`src/rtl/ram_arb_pkg.sv`:
```
// Shared types and defaults for the two-requester RAM port arbiter.
//   arb_state_e : controller state (clear sweep / normal arbitration)
//   req_idx_e   : requester index, also used as the round-robin pointer value
package ram_arb_pkg;

  localparam int unsigned ADDR_W_DEF = 10;
  localparam int unsigned DATA_W_DEF = 8;

  typedef enum logic {
    CLEAR,
    RUN
  } arb_state_e;

  typedef enum logic {
    REQ_A,
    REQ_B
  } req_idx_e;

endpackage

```
`src/rtl/rr_arb2.sv`:
```
// Two-way round-robin picker with a registered priority pointer.
//   Clk : clock, state on rising edge
//   Rst : asynchronous active-high reset (pointer -> REQ_A)
//   Req : request vector, bit 0 = A, bit 1 = B
//   Gnt : combinational one-hot grant (or zero when nothing requests)
module rr_arb2
  import ram_arb_pkg::*;
(
  input  logic       Clk,
  input  logic       Rst,
  input  logic [1:0] Req,
  output logic [1:0] Gnt
);

  req_idx_e ptr_q, ptr_d;

  always_comb begin
    Gnt   = 2'b00;
    ptr_d = ptr_q;
    case (Req)
      2'b01:   Gnt = 2'b01;
      2'b10:   Gnt = 2'b10;
      2'b11:   Gnt = (ptr_q == REQ_A) ? 2'b01 : 2'b10;
      default: Gnt = 2'b00;
    endcase
    // Priority passes to the loser of every grant, contested or not.
    if (Gnt[0]) begin
      ptr_d = REQ_B;
    end else if (Gnt[1]) begin
      ptr_d = REQ_A;
    end
  end

  always_ff @(posedge Clk or posedge Rst) begin
    if (Rst) begin
      ptr_q <= REQ_A;
    end else begin
      ptr_q <= ptr_d;
    end
  end

endmodule

```
`src/rtl/ram1024x8_arbiter.sv`:
```
// Two-requester controller for an external simple dual-port RAM.
// After reset an optional sweep writes CLEAR_VAL to every word; afterwards the
// write port and the read port are each round-robin arbitrated between A and B.
//   Clk, Rst                  : clock, asynchronous active-high reset
//   A_/B_Valid, We, Addr, WData : requests (held stable until Ready)
//   A_/B_Ready                : combinational grant
//   A_/B_RspValid, RspData    : read response, one cycle after the read grant
//   WA, WD, WEN               : RAM write port
//   RA, RD                    : RAM read port (RD registered inside the RAM)
//   Busy                      : clear sweep in progress
module ram1024x8_arbiter
  import ram_arb_pkg::*;
#(
  parameter int unsigned       ADDR_W    = ADDR_W_DEF,
  parameter int unsigned       DATA_W    = DATA_W_DEF,
  parameter bit                CLEAR_EN  = 1'b1,
  parameter logic [DATA_W-1:0] CLEAR_VAL = '0
) (
  input  logic              Clk,
  input  logic              Rst,
  input  logic              A_Valid,
  input  logic              A_We,
  input  logic [ADDR_W-1:0] A_Addr,
  input  logic [DATA_W-1:0] A_WData,
  input  logic              B_Valid,
  input  logic              B_We,
  input  logic [ADDR_W-1:0] B_Addr,
  input  logic [DATA_W-1:0] B_WData,
  output logic              A_Ready,
  output logic              B_Ready,
  output logic              A_RspValid,
  output logic              B_RspValid,
  output logic [DATA_W-1:0] A_RspData,
  output logic [DATA_W-1:0] B_RspData,
  output logic [ADDR_W-1:0] WA,
  output logic [ADDR_W-1:0] RA,
  output logic [DATA_W-1:0] WD,
  output logic              WEN,
  input  logic [DATA_W-1:0] RD,
  output logic              Busy
);

  arb_state_e        state_q, state_d;
  logic [ADDR_W-1:0] clr_cnt_q, clr_cnt_d;
  logic [ADDR_W-1:0] wa_q, ra_q;
  logic [DATA_W-1:0] wd_q;
  logic              a_rsp_q, b_rsp_q;
  logic              run;
  logic [1:0]        wr_req, rd_req, wr_gnt, rd_gnt;

  assign run    = (state_q == RUN);
  // Requests are masked during the sweep so the pointers do not move.
  assign wr_req = {B_Valid & B_We, A_Valid & A_We} & {2{run}};
  assign rd_req = {B_Valid & ~B_We, A_Valid & ~A_We} & {2{run}};

  rr_arb2 u_wr_arb (
    .Clk (Clk),
    .Rst (Rst),
    .Req (wr_req),
    .Gnt (wr_gnt)
  );

  rr_arb2 u_rd_arb (
    .Clk (Clk),
    .Rst (Rst),
    .Req (rd_req),
    .Gnt (rd_gnt)
  );

  assign A_Ready    = wr_gnt[0] | rd_gnt[0];
  assign B_Ready    = wr_gnt[1] | rd_gnt[1];
  assign A_RspValid = a_rsp_q;
  assign B_RspValid = b_rsp_q;
  assign A_RspData  = RD;
  assign B_RspData  = RD;

  always_comb begin
    state_d   = state_q;
    clr_cnt_d = clr_cnt_q;
    WEN       = 1'b0;
    WA        = wa_q;
    WD        = wd_q;
    RA        = ra_q;
    Busy      = 1'b0;
    unique case (state_q)
      CLEAR: begin
        WEN       = 1'b1;
        WA        = clr_cnt_q;
        WD        = CLEAR_VAL;
        Busy      = 1'b1;
        clr_cnt_d = clr_cnt_q + 1'b1;
        if (clr_cnt_q == {ADDR_W{1'b1}}) begin
          state_d = RUN;
        end
      end
      RUN: begin
        if (wr_gnt[0]) begin
          WEN = 1'b1;
          WA  = A_Addr;
          WD  = A_WData;
        end else if (wr_gnt[1]) begin
          WEN = 1'b1;
          WA  = B_Addr;
          WD  = B_WData;
        end
        if (rd_gnt[0]) begin
          RA = A_Addr;
        end else if (rd_gnt[1]) begin
          RA = B_Addr;
        end
      end
      default: state_d = RUN;
    endcase
  end

  always_ff @(posedge Clk or posedge Rst) begin
    if (Rst) begin
      state_q   <= CLEAR_EN ? CLEAR : RUN;
      clr_cnt_q <= '0;
      wa_q      <= '0;
      ra_q      <= '0;
      wd_q      <= '0;
      a_rsp_q   <= 1'b0;
      b_rsp_q   <= 1'b0;
    end else begin
      state_q   <= state_d;
      clr_cnt_q <= clr_cnt_d;
      // Port buses keep whatever was last driven when nothing is granted.
      wa_q      <= WA;
      ra_q      <= RA;
      wd_q      <= WD;
      a_rsp_q   <= rd_gnt[0];
      b_rsp_q   <= rd_gnt[1];
    end
  end

endmodule
```
`config.mk`:
```
export PLATFORM = sky130hd
export DESIGN_NAME = ram1024x8_arbiter
export DESIGN_NICKNAME = d
export VERILOG_FILES = /design/src/rtl/ram_arb_pkg.sv /design/src/rtl/rr_arb2.sv /design/src/rtl/ram1024x8_arbiter.sv
export SDC_FILE = /design/constraint.sdc
export NUM_CORES = 1
export LEC_CHECK = 0
export BUFFER_PORTS_ARGS = -buffer_cell sky130_fd_sc_hd__buf_2
export CAP_MARGIN = 10
export CORE_MARGIN = 4
export CORE_UTILIZATION = 50
export DETAILED_ROUTE_END_ITERATION = 10
export GPL_TIMING_DRIVEN = 0
export HOLD_SLACK_MARGIN = 0.03
export PLACE_DENSITY = 0.9
export SLEW_MARGIN = 20
export SYNTH_ARGS = -nofsm -noshare
export SYNTH_HDL_FRONTEND = slang
export SYNTH_SLANG_ARGS = --single-unit
```
`constraint.sdc`:
```
create_clock -name Clk -period 2.3 [get_ports Clk]
set_clock_uncertainty 0.15 [all_clocks]
set_input_delay 0.46 -clock Clk [delete_from_list [all_inputs] [get_ports Clk]]
set_output_delay 0.46 -clock Clk [all_outputs]
set_load 0.02 [all_outputs]
```
== Word-level counts from Yosys, hierarchy flattened ==
Index checks and enable logic that the tools add are counted.

* Flip-flop bits (word level): 43
* Latch bits: 0
* RAM bits: 0
* Bits in read-only memories: 0
* Bits of input ports: 50
* Memories kept: 0

* $add $sub $neg: 1
* $mul: 0
* Div/mod/pow operators: 0
* $lt $le $gt $ge: 0
* Equal/unequal tests: 7
* Shifts and indexed selects: 0
* Muxes and demuxes: 23
* Bitwise operators: 11
* Reductions and logical operators: 2

{| class="wikitable"
|+ Operators with widths
! operator !! count
|-
| $mux W10 || 5
|-
| $pmux W10 S2 || 1
|-
| $mux W8 || 2
|-
| $pmux W8 S2 || 1
|-
| $pmux W2 S3 || 2
|-
| $add A10 B1 Y10 const B || 1
|-
| $eq A10 B10 Y1 const B || 1
|-
| $mux W1 || 9
|-
| $eq A2 B2 Y1 const B || 4
|-
| $and A1 B1 Y1 || 4
|-
| $and A2 B2 Y2 || 2
|-
| $eq A2 B1 Y1 const B || 2
|-
| $mux W2 || 2
|-
| $reduce_bool A2 Y1 || 2
|-
| $not A1 Y1 || 3
|-
| $or A1 B1 Y1 || 2
|-
| $pmux W1 S2 || 1
|}

== Longest topological paths before layout ==
Gate-level depths: netlist of run 1.

* Depth after elaboration: 8
* Mapped depth: 6
* Gate-level depth less buffers: 4

== By module ==
From an unflattened synthesis of run 1, not the netlist that was laid out.

* Cells, all modules: 230
* Area, all modules: 2272.2 µm²

{| class="wikitable"
|+ Modules (own cells, without submodules)
! module !! instances !! cells each !! area each (µm²) !! seq. area each (µm²)
|-
| ram1024x8_arbiter || 1 || 214 || 2142.1 || 1026.0
|-
| rr_arb2 || 2 || 8 || 65.1 || 25.0
|}

== Least setup slack after synthesis of run 1 ==
No wires, ideal clock.

* Kind: input port to output port
* Start: in A_We
* End: out RA[0]
* Arrival: 1448 ps
* Required time: 1690 ps
* Slack: 242 ps
* Cell stages on the path: 5
* Buffers on the path: 1
* Cells stage by stage: nor3b_1 nor2_2 buf_6 mux2i_1 a21oi_1

* Word-level cells in the longest chain between the ends: 8

{| class="wikitable"
|+ Ends and longest elaborated chain
! item !! line !! RTL
|-
| from (decl) || ram1024x8_arbiter.sv:22 || <nowiki>input logic A_We,</nowiki>
|-
| $not A1 Y1 (*) || ram1024x8_arbiter.sv:54 || <nowiki>assign rd_req = {B_Valid & ~B_We, A_Valid & ~A_We} & {2{run}};</nowiki>
|-
| $and A1 B1 Y1 (*) || ram1024x8_arbiter.sv:54 ||
|-
| $and A2 B2 Y2 (*) || ram1024x8_arbiter.sv:54 ||
|-
| $eq A2 B2 Y1 / $eq A2 B1 Y1 (equally long branches) || rr_arb2.sv:20 || <nowiki>case (Req)</nowiki>
|-
| $pmux W2 S3 (*) || rr_arb2.sv:20 ||
|-
| via rd_gnt[1] || ram1024x8_arbiter.sv:49 || <nowiki>logic [1:0] wr_req, rd_req, wr_gnt, rd_gnt;</nowiki>
|-
| $mux W10 (*) || ram1024x8_arbiter.sv:108 || <nowiki>end else if (rd_gnt[1]) begin</nowiki>
|-
| $mux W10 (*) || ram1024x8_arbiter.sv:106 || <nowiki>if (rd_gnt[0]) begin</nowiki>
|-
| $mux W10 (*) || ram1024x8_arbiter.sv:85 || <nowiki>unique case (state_q)</nowiki>
|-
| to (decl) || ram1024x8_arbiter.sv:36 || <nowiki>output logic [ADDR_W-1:0] RA,</nowiki>
|}

The timed path passes the listed nets; every way through them passes the cells marked *.

== Worst setup path in the final report of run 1 ==
* Start: reg state_q (netlist: run)
* End: out RA[0]

* Word-level cells in the longest chain between the ends: 6

{| class="wikitable"
|+ Ends and longest elaborated chain
! item !! line !! RTL
|-
| from (decl) || ram1024x8_arbiter.sv:43 || <nowiki>arb_state_e state_q, state_d;</nowiki>
|-
| from (signal assigned) || ram1024x8_arbiter.sv:118 || <nowiki>state_q <= CLEAR_EN ? CLEAR : RUN;</nowiki>
|-
| from (signal assigned) || ram1024x8_arbiter.sv:126 || <nowiki>state_q <= state_d;</nowiki>
|-
| $and A2 B2 Y2 (*) || ram1024x8_arbiter.sv:54 ||
|-
| $eq A2 B2 Y1 / $eq A2 B1 Y1 (equally long branches) || rr_arb2.sv:20 ||
|-
| $pmux W2 S3 (*) || rr_arb2.sv:20 ||
|-
| via rd_gnt[1] || ram1024x8_arbiter.sv:49 ||
|-
| $mux W10 (*) || ram1024x8_arbiter.sv:108 ||
|-
| $mux W10 (*) || ram1024x8_arbiter.sv:106 ||
|-
| $mux W10 (*) || ram1024x8_arbiter.sv:85 ||
|}

Marks and branches as above.

==> results of run 1 <==
-- worst min-delay path, stage by stage --
cell and delay [ns]:
buf_2 0.09, nor2_1 0.05, a21oi_2 0.12
-- power groups by stage --
stage	clock network, mW	logic, mW	registers (mW)
2_1_floorplan	0	0.0590	0.770
3_3_place_gp	0	0.117	0.770
3_5_place_dp	0	0.124	0.770
4_1_cts	0.700	0.133	0.755
5_1_grt	0.741	0.156	0.755
6_report	0.723	0.148	0.755
-- placed cells by master (no fill, tap or decap), drive strengths merged, types with 9 or more instances in the layout --
cell and instances:
mux2i 11, a22oi 9, buf 142, clkbuf 9, o22ai 10, a21oi 18
nor2 13, xnor2 9, dfrtp 43, o21ai 23, o2bb2ai 9
-- area by class of cell --
type / instances / area (sq um) / area share (%)
Clock buffer: 6 / 72.6 / 2.07
Inverter: 6 / 22.5 / 0.641
Tap cell: 50 / 62.6 / 1.78
Timing Repair Buffer: 119 / 798 / 22.7
Clock inverter: 2 / 60.1 / 1.71
Multi-Input combinational cell: 129 / 1170 / 33.2
Buffer: 27 / 253 / 7.19
Sequential cell: 43 / 1080 / 30.7
-- sequential cells by signal, summed over array words and instances, names as in the netlist --
name and count:
clr_cnt_q 10, run 1, u_rd_arb.ptr_q 1, A_RspValid 1
wa_q 10, B_RspValid 1, ra_q 10, u_wr_arb.ptr_q 1
wd_q 8
-- logic make-up (layout without fill, tap and decap cells) --
family | Yosys count | count (layout) | share of synthesized area (%)
buffers and inverters | 34 | 160 | 10.7
AOI/OAI and AO/OA | 72 | 73 | 21.3
muxes | 12 | 12 | 5.61
xor gates and xnor gates | 9 | 9 | 3.64
adders and majority gates | 1 | 1 | 0.578
and+or+nand+nor | 33 | 34 | 8.39
DFF | 43 | 43 | 49.7
-- final timing paths --
kind,startpoint,cells after the start,endpoint,slack [ns]
min in group asynchronous,Rst,3,ra_q[7],0.47
max in group asynchronous,Rst,4,u_wr_arb.ptr_q,1.02
worst min register to register,u_rd_arb.ptr_q,2,u_rd_arb.ptr_q,0.41
worst max register to register,run,9,ra_q[3],0.27
worst min-delay path,A_Addr[9],3,ra_q[9],0.32
worst max-delay path,run,7,RA[0],-0.20
-- per-layer routing --
layer  track usage [%]  routed length (um)
met2              46.2                4480
met1              38.1                3490
met3              5.75                1120
met5                 0                   0
met4              16.9                 632
-- repair_timing --
item,4_1_cts,5_1_grt
pin swaps,16,13
hold endpoints to repair,11,0
setup buffers,13,12
hold buffers,1,0
gates cloned,2,1
gates resized for setup,85,41
setup endpoints to repair,29,29
-- metrics by stage --
| step | area [sq um] | worst slack [ns] | utilization [%] | hold slack (ns) | instances |
|---|---|---|---|---|---|
| finish | 3510 | -0.196 | 86.0 | 0.318 | 382 |
| global route | 3510 | -0.229 | 86.0 | 0.337 | 382 |
| CTS | 3250 | -0.0540 | 79.6 | 0.305 | 369 |
| detailed placement | 2700 | -0.0814 | 66.1 | 0.258 | 346 |
| global placement | 2680 | -0.0238 | 65.6 | 0.328 | 345 |
| floorplan | 2160 | 0.242 | - | 0.311 | 204 |
==> qor.yml, run 1 <==
run_status:
  status: "finished with violations"
  violations: "setup timing"
timing:
  fmax_ghz: 0.401
  rsz0062_at_grt: "yes"
  setup-violations-final: 28
  slew_viol_final: 0
  min_period_ns: 2.50
  worst_pin_slew_ns: 0.379
  setup_tns_ns: -3.28
  setup_ws_ns: -0.196
  period_share_pct: 109
  relSlewSlack_pct: 74.7
  finalHoldViolations: 0
clocking:
  root_buffer: "clkbuf_8"
  cts_buffers: 5
  clk_latency_ns: 0.32
  clkSlewWorstSetupHoldPaths_ns: 0.07
  cts_num_sinks: 43
  h-tree-depth: 2
  tritoncts: "yes"
  clock_path_buffers: 2
grt:
  antenna_found_initial: 0
  grt_usage_pct: 29.5
  first_global_vias: 2231
  grt_first_pass_wirelength_um: 11800
  grt_max_degree: 33
  grt_overflow_total: 0
logic_synthesis:
  synth_top_area_share_pct: 49.7
  synth_cells: 204
  synth_area_leader_cell: "dfrtp_1"
  synthArstFlopShare_pct: 100
  ys.flop_type: "dfrtp_1"
  yosys_warnings: 0
  synth-seq-area-share_pct: 49.7
  yosysMostFrequentCell: "dfrtp_1"
  post_synth_num_cell_types: 35
  avgSynthCellArea_sq_um: 10.6
  synth_area_sq_mm: 0.00216
  synth_edf_count: 0
  yosys-top-cells-count: "dfrtp_1, o21ai_0, a21oi_1, buf_4, mux2i_1"
  synth_seq_cells: 43
  synth_nets: 255
  synthTopCellsByArea: "dfrtp_1, buf_4, mux2i_1"
power_and_ir_drop:
  ir_drop_uv: 538
  powerDensity_mw_per_mm2: 463
  seqPwrFrac_pct: 46.4
  power.switching_mw: 0.372
  clockPowerShare_pct: 44.4
  combPwrFrac_pct: 9.1
  leakage_nw: 1.63
  p_int_mw: 1.25
  swShare_pct: 22.9
  total_power_mw: 1.63
setup_path:
  critPathLaunchType: "flop"
  required_ns: 1.69
  slowest_delay_ns: 0.40
  crit_arrival_ns: 1.89
  crit_chain: "buf_6 -> nand3b_4 -> nor2_4 -> buf_12 -> mux2i_4 -> a21oi_4 -> buf_6"
  crit_family: "buffers and inverters"
  critPathCaptureType: "output pin"
  cpMostUsedCell: "buf_6"
  slowest_stage: "dfrtp_1"
  critPathBufInv: 3
  crit_type: "flop to output pin"
  crit_path_max_fanout: 6
drt:
  vias: 2470
  firstDrtPassIters: 5
  drt_iter0_drc: 295
  routed_via_density: 6.47
  antenna_left: 0
  route.detailed.drc: 0
  wl_per_cell_um: 25.5
  wirelength_um: 9730
floorplan:
  fp.dieArea_sq_mm: 0.00544
  core_area_sq_mm: 0.00409
  die_w_um: 73.8
  num_rows: 23
  die_y_um: 73.8
  pin_count: 100
  initial_core_util_pct: 52.9
placement:
  place_congestion: 0.824
  portBuffers: 91
  hpwl_um: 4470
cells_and_area:
  nFillCells: 175
  syn_to_final_growth_pct: 62.4
  drive_gt1_share_pct: 62.7
  antennaDiodeCount: 0
  layout.nets: 382
job:
  max_cap_viol_count: 0
worst_hold_path:
  hold_class: "primary input to flop"
(Power assumes the default switching activity.)
==> run 2: changes to the inputs <==
--- a/config.mk
+++ b/config.mk
@@ -8,11 +8,11 @@
 export BUFFER_PORTS_ARGS = -buffer_cell sky130_fd_sc_hd__buf_2
 export CAP_MARGIN = 10
 export CORE_MARGIN = 4
-export CORE_UTILIZATION = 50
+export CORE_UTILIZATION = 36
 export DETAILED_ROUTE_END_ITERATION = 10
 export GPL_TIMING_DRIVEN = 0
 export HOLD_SLACK_MARGIN = 0.03
-export PLACE_DENSITY = 0.9
+export PLACE_DENSITY = 0.69
 export SLEW_MARGIN = 20
 export SYNTH_ARGS = -nofsm -noshare
 export SYNTH_HDL_FRONTEND = slang
==> qor.yml, run 2 (same netlist as run 1, synthesis figures left out) <==
placement:
  hpwl_um: 4390
  place_congestion: 0.769
  placed_area_sq_mm: 0.00273
  dpl_worst_slack_ns: -0.130
  portBuffers: 91
  place_inst: 368
power_and_ir_drop:
  powerDensity_mw_per_mm2: 426
  ir_drop_uv: 343
  leakage_nw: 1.60
clocking:
  clk_latency_ns: 0.29
  root_buffer: "clkbuf_8"
  clkSlewWorstSetupHoldPaths_ns: 0.07
  h-tree-depth: 2
  tritoncts: "yes"
  cts_buffers: 5
  clock_path_buffers: 2
  cts_num_sinks: 43
setup_path:
  reg2reg_from: "run"
  critPathBufInv: 3
  reg2reg_depth: 11
  r2r_slack_ns: 0.12
  crit_family: "buffers and inverters"
  crit_path_max_fanout: 6
  critPathLaunchType: "flop"
  crit_type: "flop to output pin"
  required_ns: 1.69
  critPathCaptureType: "output pin"
  slowest_stage: "dfrtp_1"
  crit_chain: "buf_6 -> nand3b_4 -> nor2_4 -> buf_8 -> mux2i_2 -> a21oi_2 -> buf_4"
  r2r-end: "ra_q[8]"
  crit_arrival_ns: 1.76
  slowest_delay_ns: 0.38
grt:
  grt_overflow_total: 0
  grt_usage_pct: 17.2
  grt_max_degree: 27
  first_global_vias: 1982
  antenna_found_initial: 0
  grt_first_pass_wirelength_um: 9980
run_status:
  status: "finished with violations"
  violations: "setup timing"
worst_hold_path:
  min_to: "ra_q[4]"
  hold_depth: 3
  min-delay-start: "A_Addr[4]"
  hold_class: "primary input to flop"
timing:
  finalHoldViolations: 0
  rsz0062_at_grt: "yes"
  min_period_ns: 2.37
  relSlewSlack_pct: 73.7
  fmax_ghz: 0.422
  setup-violations-final: 9
  worst_pin_slew_ns: 0.394
  slew_viol_final: 0
  setup_ws_ns: -0.0697
  period_share_pct: 103
floorplan:
  pin_count: 100
  num_rows: 27
  core_area_sq_mm: 0.00568
  initial_core_util_pct: 38.1
  die_y_um: 85.5
  fp.dieArea_sq_mm: 0.00731
  die_w_um: 85.5
cells_and_area:
  fin_cells: 399
  antennaDiodeCount: 0
  fin_area_sq_mm: 0.00338
  final_common_cell: "buf_2"
  nFillCells: 499
  drive_gt1_share_pct: 61.8
  layout_common_cells: "buf_2, buf_4, dfrtp_1"
  layout.nets: 378
  top_regs: "clr_cnt_q x10, ra_q x10, wa_q x10"
  syn_to_final_growth_pct: 56.4
  fin_util_pct: 59.6
drt:
  route.detailed.drc: 0
  antenna_left: 0
  routed_via_density: 5.02
  drt_iter0_drc: 94
  vias: 2003
  firstDrtPassIters: 5
  wirelength_um: 6580
  wl_per_cell_um: 16.5
job:
  max_cap_viol_count: 0
[run 2: worst min-delay path, delay by kind of cell]
family | cells | cell delay, ns
compound gates | 1 | 0.11
buf+inv | 1 | 0.09
simple gates | 1 | 0.05
[run 2: final cells by class]
class / instances / area [sq um] / share of cell area (%)
tap: 72 / 90.1 / 2.66
clock inverter: 1 / 30.0 / 0.887
multi-input combinational: 128 / 1080 / 32.1
timing repair buffer: 117 / 769 / 22.7
buffer: 26 / 238 / 7.02
inverter: 6 / 22.5 / 0.665
clock buffer: 6 / 72.6 / 2.14
sequential: 43 / 1080 / 31.8
[run 2: metrics by stage]
step / hold WS [ns] / TNS, ns / power [mW]
6_report: 0.313 / -0.380 / 1.44
5_1_grt: 0.322 / -1.77 / 1.51
4_1_cts: 0.308 / -0.415 / 1.46
3_5_place_dp: 0.314 / -0.861 / 0.895
3_3_place_gp: 0.332 / -0.735 / 0.890
2_1_floorplan: 0.311 / 0 / 0.829
[run 2: what timing repair did]
| action | in CTS | in global routing |
|---|---|---|
| hold endpoints to repair | 17 | 0 |
| cloned | 1 | 1 |
| gates resized for setup | 68 | 44 |
| hold buffers | 1 | 0 |
| endpoints found under the setup margin | 29 | 29 |
| pin swaps | 8 | 9 |
| buffers inserted | 15 | 9 |
[run 2: worst max-delay path by stage]
stage / depth (start not counted) / to / startpoint
after CTS: 7 / RA[8] / run
after detailed placement: 6 / RA[1] / A_We
final: 7 / RA[7] / run
after global placement: 6 / RA[2] / A_We
after floorplan: 5 / RA[0] / A_We
after global routing: 7 / RA[7] / run
[run 2: layer usage]
metal | part of all wire [%] | track usage [%] | up-vias
li1 | - | - | 968
met2 | 52 | 30.0 | 65
met4 | 0.62 | 4.46 | 0
met3 | 6.2 | 4.61 | 4
met5 | 0 | 0 | -
met1 | 41 | 21.0 | 966
[run 2: power breakdown]
part           internal (mW)  total [mW]  switching [mW]
sequential             0.755       0.755               0
combinational         0.0620       0.133          0.0712
clock                  0.318       0.555           0.237
